--- src/rtl/usb_tx_pkt.sv ---
// usb_tx_pkt: USB transmit packet formatter.
// Serialises the PID byte, an optional payload and its CRC16 LSB-first,
// handing one bit to the line driver per ll_ack and flagging the final bit.
module usb_tx_pkt (
   input  logic       clk,
   input  logic       rst,
   input  logic       pkt_start,
   output logic       pkt_done,
   input  logic [3:0] pkt_pid,
   input  logic [9:0] pkt_len,
   input  logic [7:0] pkt_data,
   output logic       pkt_data_ack,
   output logic       ll_start,
   output logic       ll_bit,
   output logic       ll_last,
   input  logic       ll_ack
);

   typedef enum logic [1:0] {
      IDLE = 2'd0,
      PID  = 2'd1,
      DATA = 2'd2,
      CRC  = 2'd3
   } state_t;

   state_t      state;
   state_t      state_nxt;

   logic [7:0]  shreg;
   logic [2:0]  bit_cnt;
   logic [9:0]  byte_cnt;
   logic [15:0] crc;
   logic        is_data;
   logic        crc_hi;

   logic        byte_end;
   logic        have_bytes;
   logic        fb;
   logic [15:0] crc_nxt;
   logic [15:0] crc_sel;

   // Shared decode: end of byte, payload bytes still owed, next CRC value
   always_comb begin
      byte_end   = ll_ack && (bit_cnt == 3'd7);
      have_bytes = (byte_cnt != 10'd0);
      fb         = crc[0] ^ shreg[0];
      crc_nxt    = {1'b0, crc[15:1]} ^ (fb ? 16'hA001 : 16'h0000);
      crc_sel    = (state == DATA) ? crc_nxt : crc;
   end

   // State register
   always_ff @(posedge clk or posedge rst) begin
      if (rst) begin
         state <= IDLE;
      end else begin
         state <= state_nxt;
      end
   end

   // Next-state logic: packet class and remaining byte count steer the walk
   always_comb begin
      state_nxt = state;
      case (state)
         IDLE: begin
            if (pkt_start) begin
               state_nxt = PID;
            end
         end
         PID: begin
            if (byte_end) begin
               if (!is_data) begin
                  state_nxt = IDLE;
               end else if (have_bytes) begin
                  state_nxt = DATA;
               end else begin
                  state_nxt = CRC;
               end
            end
         end
         DATA: begin
            if (byte_end && !have_bytes) begin
               state_nxt = CRC;
            end
         end
         CRC: begin
            if (byte_end && crc_hi) begin
               state_nxt = IDLE;
            end
         end
         default: state_nxt = IDLE;
      endcase
   end

   // Output decode: current bit, last-bit flag and the payload consume strobe
   always_comb begin
      ll_bit       = shreg[0];
      ll_last      = (bit_cnt == 3'd7) &&
                     (((state == PID) && !is_data) || ((state == CRC) && crc_hi));
      pkt_data_ack = byte_end && have_bytes &&
                     (((state == PID) && is_data) || (state == DATA));
   end

   // Datapath: shift register, counters, CRC and the registered pulses
   always_ff @(posedge clk or posedge rst) begin
      if (rst) begin
         shreg    <= 8'h00;
         bit_cnt  <= 3'd0;
         byte_cnt <= 10'd0;
         crc      <= 16'hFFFF;
         is_data  <= 1'b0;
         crc_hi   <= 1'b0;
         ll_start <= 1'b0;
         pkt_done <= 1'b0;
      end else begin
         ll_start <= (state == IDLE) && pkt_start;
         pkt_done <= ll_ack && ll_last;
         if (state == IDLE) begin
            if (pkt_start) begin
               shreg    <= {~pkt_pid, pkt_pid};
               bit_cnt  <= 3'd0;
               is_data  <= (pkt_pid[1:0] == 2'b11);
               byte_cnt <= (pkt_pid[1:0] == 2'b11) ? pkt_len : 10'd0;
               crc      <= 16'hFFFF;
               crc_hi   <= 1'b0;
            end
         end else if (ll_ack) begin
            bit_cnt <= bit_cnt + 3'd1;
            if (state == DATA) begin
               crc <= crc_nxt;
            end
            if (bit_cnt == 3'd7) begin
               if (pkt_data_ack) begin
                  shreg    <= pkt_data;
                  byte_cnt <= byte_cnt - 10'd1;
               end else if (state == CRC) begin
                  shreg  <= ~crc[15:8];
                  crc_hi <= 1'b1;
               end else begin
                  shreg <= ~crc_sel[7:0];
               end
            end else begin
               shreg <= {1'b0, shreg[7:1]};
            end
         end
      end
   end

endmodule

--- config.mk ---
export PLATFORM = sky130hd
export DESIGN_NAME = usb_tx_pkt
export DESIGN_NICKNAME = d
export VERILOG_FILES = /design/src/rtl/usb_tx_pkt.sv
export SDC_FILE = /design/constraint.sdc
export NUM_CORES = 1
export LEC_CHECK = 0
export BUFFER_PORTS_ARGS = -buffer_cell sky130_fd_sc_hd__buf_2
export CAP_MARGIN = 20
export CORE_MARGIN = 3
export CORE_UTILIZATION = 42
export CTS_CLUSTER_DIAMETER = 120
export DETAILED_ROUTE_END_ITERATION = 7
export SLEW_MARGIN = 20
export SYNTH_ARGS = -nofsm -noshare
export SYNTH_HDL_FRONTEND = slang
export SYNTH_SLANG_ARGS = --single-unit
--- constraint.sdc ---
create_clock -name clk -period 4.5 [get_ports clk]
set_clock_uncertainty 0.1 [all_clocks]
set_input_delay 0.675 -clock clk [delete_from_list [all_inputs] [get_ports clk]]
set_output_delay 0.675 -clock clk [all_outputs]
set_load 0.02 [all_outputs]
* Word-level counts from Yosys, hierarchy flattened *
Index checks and enable logic that the tools add are counted.

word-level totals
  register bits after elaboration = 43
  input port bits = 26
  word-level logic and storage cells = 88

cells by class
  add/sub/neg operators = 2
  eq/ne operators = 10
  muxes and demuxes = 33
  bitwise operators = 5
  reductions and logical operators = 28

operator list
  operator                                                               number
  16-bit 2-to-1 mux                                                      5
  10-bit 2-to-1 mux                                                      6
  8-bit 2-to-1 mux                                                       6
  8-bit NOT                                                              2
  15-bit by 16-bit XOR with 16-bit output                                1
  1-bit logical AND                                                      11
  2-bit 2-to-1 mux                                                       5
  10-bit nonzero test                                                    1
  2-bit nonzero test                                                     5
  10-bit by 1-bit subtractor with 10-bit output, second input constant   1
  3-bit 2-to-1 mux                                                       3
  2-bit != test, second input constant                                   4
  2-bit one-hot mux with 4 select lines                                  1
  4-bit AND reduction                                                    2
  1-bit 2-to-1 mux                                                       7
  2-bit equality test, second input constant                             3
  5-bit AND reduction                                                    1
  4-bit NOT                                                              1
  2-bit AND reduction                                                    2
  3-bit by 1-bit adder with 3-bit output, second input constant          1
  3-bit equality test, second input constant                             1
  3-bit AND reduction                                                    1
  2-bit by 1-bit equality test with 1-bit output, second input constant  1
  1-bit logical NOT                                                      2
  4 further kinds                                                        5

* Longest topological paths before layout *
Gate-level depths: netlist of run 1.

  word-level depth = 10
  depth in mapped cells = 8
  gate-level depth less buffers = 7

* Least setup slack after synthesis of run 1 *
No wires, ideal clock.

  kind = input port to output port
  from = input ll_ack
  to = output pkt_data_ack
  data arrival time = 1657 ps
  data required time = 3725 ps
  setup slack = 2068 ps
  cell stages on the path = 5
  path through = clkbuf_1 > nand2_1 > or3_4 > buf_6 > inv_1

between the ends
  word-level cells in the longest chain between the ends = 3

ends and longest elaborated chain
  item                            RTL line  RTL
  start: declaration              16        input logic ll_ack
  1-bit logical AND               44        byte_end = ll_ack && (bit_cnt == 3'd7);
  1-bit logical AND (2 in a row)  99        pkt_data_ack = byte_end && have_bytes &&
  end: declaration                12        output logic pkt_data_ack,

Every way passes these cells.

* Worst setup path in the final report of run 1 *
  from = register bit_cnt[0]
  to = output pkt_data_ack

between the ends
  word-level cells in the longest chain between the ends = 4

ends and longest elaborated chain
  item                            RTL line  RTL
  start: declaration              30        logic [2:0] bit_cnt;
  start signal: assignment        127       bit_cnt <= bit_cnt + 3'd1;
  3-bit equality test             44
  1-bit logical AND               44
  1-bit logical AND (2 in a row)  99

Every way passes these cells.

==> results of run 1 <==
## final cells by class
type	instances	area, sq um
Clock buffer	5	68.8
Clock inverter	3	43.8
Fill cell	554	2870
Inverter	14	52.6
Multi-Input combinational cell	218	1330
Sequential cell	43	1100
Tap cell	72	90.1
Timing Repair Buffer	31	158
## how the worst max path moves through the flow
stage	start	endpoint	slack, ns	depth (start not counted)
after detailed placement	state[0]	shreg[5]	1.56	7
final	bit_cnt[0]	pkt_data_ack	1.48	6
after floorplan	ll_ack	pkt_data_ack	2.07	5
after global routing	flop	crc[13]	1.25	6
after CTS	bit_cnt[0]	pkt_data_ack	1.45	6
after global placement	state[0]	shreg[5]	1.61	7
## synthesized netlist by cell type (4+ instances only)
cell type / instances / area share (%)
sky130_fd_sc_hd__a22oi_1: 5 / 1.5
sky130_fd_sc_hd__inv_1: 14 / 2.1
sky130_fd_sc_hd__nor2_1: 51 / 7.5
sky130_fd_sc_hd__nor3_1: 5 / 0.98
sky130_fd_sc_hd__dfrtp_1: 27 / 26
sky130_fd_sc_hd__o21ai_0: 27 / 5.3
sky130_fd_sc_hd__nor2b_1: 4 / 0.98
sky130_fd_sc_hd__a21oi_1: 35 / 6.8
sky130_fd_sc_hd__dfstp_2: 16 / 16
sky130_fd_sc_hd__mux2i_1: 15 / 5.9
sky130_fd_sc_hd__nand2_1: 16 / 2.3
sky130_fd_sc_hd__nand2b_1: 4 / 0.98
sky130_fd_sc_hd__clkbuf_1: 12 / 1.8
sky130_fd_sc_hd__ha_1: 8 / 3.9
sky130_fd_sc_hd__o2bb2ai_1: 4 / 1.4
sky130_fd_sc_hd__o221ai_1: 5 / 1.7
## layer usage
metal  global-route usage (%)  wire length (um)  vias up
li1                         -                 -     1083
met1                     25.5              2790     1032
met2                     28.7              2970       51
met3                     3.75               290       12
met4                     7.16               101        0
met5                        0                 0        -
## state kept, by name, indices dropped and copies added (netlist names), named ones only
| register | flops |
|---|---|
| bit_cnt | 3 |
| byte_cnt | 10 |
| crc | 16 |
| crc_hi | 1 |
| is_data | 1 |
| ll_start | 1 |
| pkt_done | 1 |
| shreg | 8 |
| state | 1 |
## through the flow
stage               worst slack (ns)  hold slack [ns]  util, %
floorplan                       2.07            0.357        -
global placement                1.61            0.378     47.8
detailed placement              1.56            0.397     47.8
CTS                             1.45            0.413     49.8
global route                    1.25            0.425     49.8
finish                          1.48            0.385     49.8
## power breakdown
group | internal, uW | switching (uW)
logic | 250 | 374
registers | 510 | 109
clock network | 165 | 143
## tightest hold or removal path, cell delays in order
cell	delay (ns)
sky130_fd_sc_hd__buf_2	0.10
sky130_fd_sc_hd__clkinv_1	0.03
sky130_fd_sc_hd__buf_4	0.44
## logic make-up (layout without fill, tap and decap cells)
group           Yosys count  in the layout  share of synthesized area, %
flops                    43             43                          42.8
compound gates           96             96                          22.9
fa+ha+maj                 8              8                          3.91
mux                      17             17                          7.04
simple gates             93             93                          16.9
buf+inv                  32             53                          5.13
xor+xnor                  4              4                          1.37
==> results.sh, run 1 <==
export IMPL_critPathTopFamily="simple AND/OR/NAND/NOR gates"
export IMPL_power_density_nw_per_um2=546
export IMPL_worst_case_reg_to_reg_path_depth=7
export IMPL_clkLatencyLatePin_ns=0.30
export IMPL_synth_main_ff_cell="sky130_fd_sc_hd__dfrtp_1"
export IMPL_yosys_register_bits=43
export IMPL_mostFrequentLayoutCells="sky130_fd_sc_hd__nor2_1, sky130_fd_sc_hd__a21oi_1, sky130_fd_sc_hd__buf_2"
export IMPL_layout_min_cycle_time_ns=3.02
export IMPL_wl_per_cell_um=15.9
export IMPL_rsz0062_at_grt="no"
export IMPL_gr_util_all_layers_pct=18.6
export IMPL_synth_seq_area_share_pct=42.8
export IMPL_drt_pass1_iter_count=4
export IMPL_timing_max_slew_rel_slack_pct=39.8
export IMPL_grt_start_max_net_pins=44
export IMPL_totalNegativeSetupSlack_ns=0
export IMPL_post_drt_via_cell_ratio=5.64
export IMPL_synth_area_per_cell_sq_um=8.74
export IMPL_cp_required_ns=3.72
export IMPL_number_of_top_level_pins=31
export IMPL_remaining_overflow_grt=0
export IMPL_fmax_mhz=331
export IMPL_path_common_cell="sky130_fd_sc_hd__ha_1"
export IMPL_rows=27
export IMPL_synthCells=293
export IMPL_gp_routability_congestion=0.872
export IMPL_outcome="finished clean"
export IMPL_port_buffer_count=30
export IMPL_hold_path_class="in2async"
export IMPL_start_kind="flop"
export IMPL_clkSinkCount=43
export IMPL_hold_viol_final=0
export IMPL_synthesis_area_sq_um=2560
export IMPL_die_width_um=84.1
export IMPL_detailed_place_area_sq_um=2730
export IMPL_layout_drive_gt1_share_pct=19.4
export IMPL_maxCapViolations=0
export IMPL_cts_buffers_inserted=5
export IMPL_maximum_fanout_along_the_worst_path=15
export IMPL_worst_setup_hold_path_clk_slew_ns=0.09
export IMPL_area_delta_synth_final_pct=11.0
export IMPL_syn_num_nets=327
export IMPL_area_of_the_core_sq_um=5710
export IMPL_period_share_pct=67.1
export IMPL_post_cts_hold_buffer_count=0
export IMPL_timing_worst_slew_pin_value_ns=0.901
export IMPL_cts_root_to_sink_buffers=2
export IMPL_drc=0
export IMPL_critPathKind="reg2out"
export IMPL_cpMaxStageDelayCell="sky130_fd_sc_hd__or3_4"
export IMPL_path_cells="ha_1 -> ha_1 -> nand2_1 -> or3_4 -> inv_1 -> buf_2"
export IMPL_finish_net_count=347
export IMPL_ir_drop_mv=0.259
export IMPL_cts_tree="yes"
export IMPL_global_route_wire_length_before_repair_mm=10.7
export IMPL_numPlacedInstances=378
export IMPL_path_buf_inv=2
export IMPL_totalWireLength_mm=6.14
export IMPL_cp_end_kind="output port"
export IMPL_synthDistinctLibCells=43
export IMPL_post_layout_total_power_uw=1550
export IMPL_yosysWarningCount=0
export IMPL_dpl_hpwl_mm=4.30
export IMPL_timing_critical_path_arrival_ns=2.24
export IMPL_number_of_antenna_violations_at_the_first_check_in_global_routing=0
export IMPL_die_area_sq_um=7070
export IMPL_synth_enable_flop_cells=0
export IMPL_finalSetupViolCount=0
export IMPL_postCtsSetupRepairBufs=0
export IMPL_cts_htree_levels=2
export IMPL_post_cts_sizing=0
export IMPL_via_count=2178
export IMPL_p_leak_uw=0.00123
export IMPL_slew_viol_final=0
export IMPL_initial_core_util_pct=44.8
export IMPL_synth_async_sr_flop_share_pct=100
export IMPL_antenna_cells_inserted=0
export IMPL_regToRegSetupSlack_ns=1.54
export IMPL_antenna_violating_nets_remaining=0
export IMPL_die_h_um=84.1
export IMPL_drt_iter0_markers=191
export IMPL_via_count_of_the_first_global_routing_pass=2151
export IMPL_max_stage_delay_ns=0.50
export IMPL_layoutNonFillerInstCount=386
export IMPL_mostFrequentLayoutCell="sky130_fd_sc_hd__nor2_1"
export IMPL_final_cell_area_sq_um=2840
export IMPL_crit_reg2reg_capture="shreg[5]"
export IMPL_cts_root_buffer="sky130_fd_sc_hd__clkbuf_8"
(Power assumes the default switching activity.)
==> inputs of run 2 (changes only) <==
Clock period 4.5 ns to 2.55 ns, I/O delays scaled along.
==> run 2 against run 1 <==
Net effect: via count increased by 2.1%; cell count increased by 2.3%; register-to-register slack worse by 1.2 ns; utilization rose by 0.81 points; global-route usage is 0.17 points higher; critical endpoint unchanged.
==> results.sh, run 2 (synthesis results as in run 1) <==
export IMPL_cp_required_ns=2.07
export IMPL_reg_largest_list="crc: 16 flops, byte_cnt: 10 flops, shreg: 8 flops"
export IMPL_p_leak_uw=0.00126
export IMPL_timing_critical_path_arrival_ns=1.94
export IMPL_antenna_violating_nets_remaining=0
export IMPL_antenna_cells_inserted=0
export IMPL_grt_start_max_net_pins=44
export IMPL_rows=27
export IMPL_number_of_top_level_pins=31
export IMPL_area_sequential_sq_um=1100
export IMPL_dpl_hpwl_mm=4.50
export IMPL_drt_iter0_markers=140
export IMPL_die_width_um=84.1
export IMPL_global_route_wire_length_before_repair_mm=10.8
export IMPL_worst_setup_hold_path_clk_slew_ns=0.09
export IMPL_mostFrequentLayoutCells="sky130_fd_sc_hd__nor2_1, sky130_fd_sc_hd__a21oi_1, sky130_fd_sc_hd__buf_2"
export IMPL_maximum_fanout_along_the_worst_path=10
export IMPL_rsz0062_at_grt="no"
export IMPL_number_of_antenna_violations_at_the_first_check_in_global_routing=0
export IMPL_layout_min_cycle_time_ns=2.42
export IMPL_timing_worst_slew_pin_value_ns=0.564
export IMPL_placement_setup_worst_slack_ns=0.367
export IMPL_final_fill_count=547
export IMPL_cp_end_kind="output port"
export IMPL_gr_util_all_layers_pct=18.8
export IMPL_path_cells="ha_1 -> ha_2 -> nand2_1 -> or3_4 -> inv_1 -> buf_2"
export IMPL_multiInputGateArea_sq_um=1340
export IMPL_wl_per_cell_um=16.0
export IMPL_cpMaxStageDelayCell="sky130_fd_sc_hd__or3_4"
export IMPL_cts_buffers_inserted=5
export IMPL_via_count=2224
export IMPL_period_share_pct=95.0
export IMPL_port_buffer_count=30
export IMPL_postCtsSetupRepairBufs=0
export IMPL_totalWireLength_mm=6.32
export IMPL_clkSinkCount=43
export IMPL_start_kind="flop"
export IMPL_finalSetupViolCount=0
export IMPL_post_cts_hold_buffer_count=0
export IMPL_mostFrequentLayoutCell="sky130_fd_sc_hd__nor2_1"
export IMPL_regMostFlops="crc"
export IMPL_die_area_sq_um=7070
export IMPL_max_stage_delay_ns=0.49
export IMPL_ir_drop_mv=0.405
export IMPL_gp_routability_congestion=0.882
export IMPL_area_of_the_core_sq_um=5710
export IMPL_slew_viol_final=0
export IMPL_drt_pass1_iter_count=5
export IMPL_post_drt_via_cell_ratio=5.63
export IMPL_via_count_of_the_first_global_routing_pass=2245
export IMPL_clkLatencyLatePin_ns=0.31
export IMPL_critPathKind="reg2out"
export IMPL_cts_root_to_sink_buffers=2
export IMPL_initial_core_util_pct=44.8
export IMPL_area_delta_synth_final_pct=12.8
export IMPL_largest_register_ff_count=16
export IMPL_final_setup_worst_slack_ns=0.128
export IMPL_timing_max_slew_rel_slack_pct=62.4
export IMPL_worst_case_reg_to_reg_path_depth=7
export IMPL_cts_tree="yes"
export IMPL_outcome="finished clean"
export IMPL_hold_path_class="in2async"
export IMPL_hold_viol_final=0
export IMPL_drc=0
export IMPL_remaining_overflow_grt=0
export IMPL_finish_net_count=356
export IMPL_fmax_mhz=413
export IMPL_cts_htree_levels=2
export IMPL_totalNegativeSetupSlack_ns=0
export IMPL_layout_drive_gt1_share_pct=22.0
export IMPL_die_h_um=84.1
export IMPL_maxCapViolations=0
export IMPL_cts_root_buffer="sky130_fd_sc_hd__clkbuf_8"
export IMPL_power_density_nw_per_um2=938
run 2: critical path, delay by kind of cell, from the launching register on:
kind	cells	cell delay, ns
AND/OR/NAND/NOR	2	0.62
adder cells (fa/ha/maj)	2	0.39
flip-flops	1	0.38
buffers and inverters	2	0.24
run 2: where the power goes:
part,switching (uW),total (uW),internal [uW],leakage [uW]
clock network,258,449,191,0.0000402
registers,193,1090,899,0.000506
logic,682,1170,485,0.000712
run 2: what timing repair did:
action,CTS,global route
endpoints found under the setup margin,0,1
hold endpoints to repair,0,0
gates resized for setup,0,1
run 2: through the flow:
step           total power [uW]  hold slack [ns]  instance area [sq um]  instances  utilization (%)
6_report                   2710           0.0980                   2890        395             50.6
5_1_grt                    2940            0.155                   2890        395             50.6
4_1_cts                    2720            0.119                   2890        395             50.5
3_5_place_dp               2260            0.392                   2800        387             49.0
3_3_place_gp               2260            0.382                   2800        387             49.0
2_1_floorplan              1940            0.357                   2560        293                -
run 2: layer usage:
metal / routed length, um / track usage, %
met2: 3040 / 30.5
met3: 351 / 4.84
met4: 66 / 5.99
met1: 2860 / 24.3
met5: 0 / 0
run 2: cell type report:
type,count,share of cell area (%)
clock buffers,5,2.38
clock inverters,3,0.693
inverters,14,1.82
multi-input cells,218,46.2
flip-flops and latches,43,38.0
well taps,72,3.12
repair buffers,40,7.80
run 2: path summary, 6_finish.rpt:
path                            start      endpoint  slack [ns]
setup / recovery           bit_cnt[0]  pkt_data_ack        0.13
hold / removal                    rst        crc_hi         0.1
setup reg to reg                 flop   byte_cnt[6]        0.38
hold reg to reg            bit_cnt[1]    bit_cnt[1]        0.41
max in group asynchronous         rst      shreg[2]        1.86
min in group clk           pkt_len[0]   byte_cnt[0]        0.25
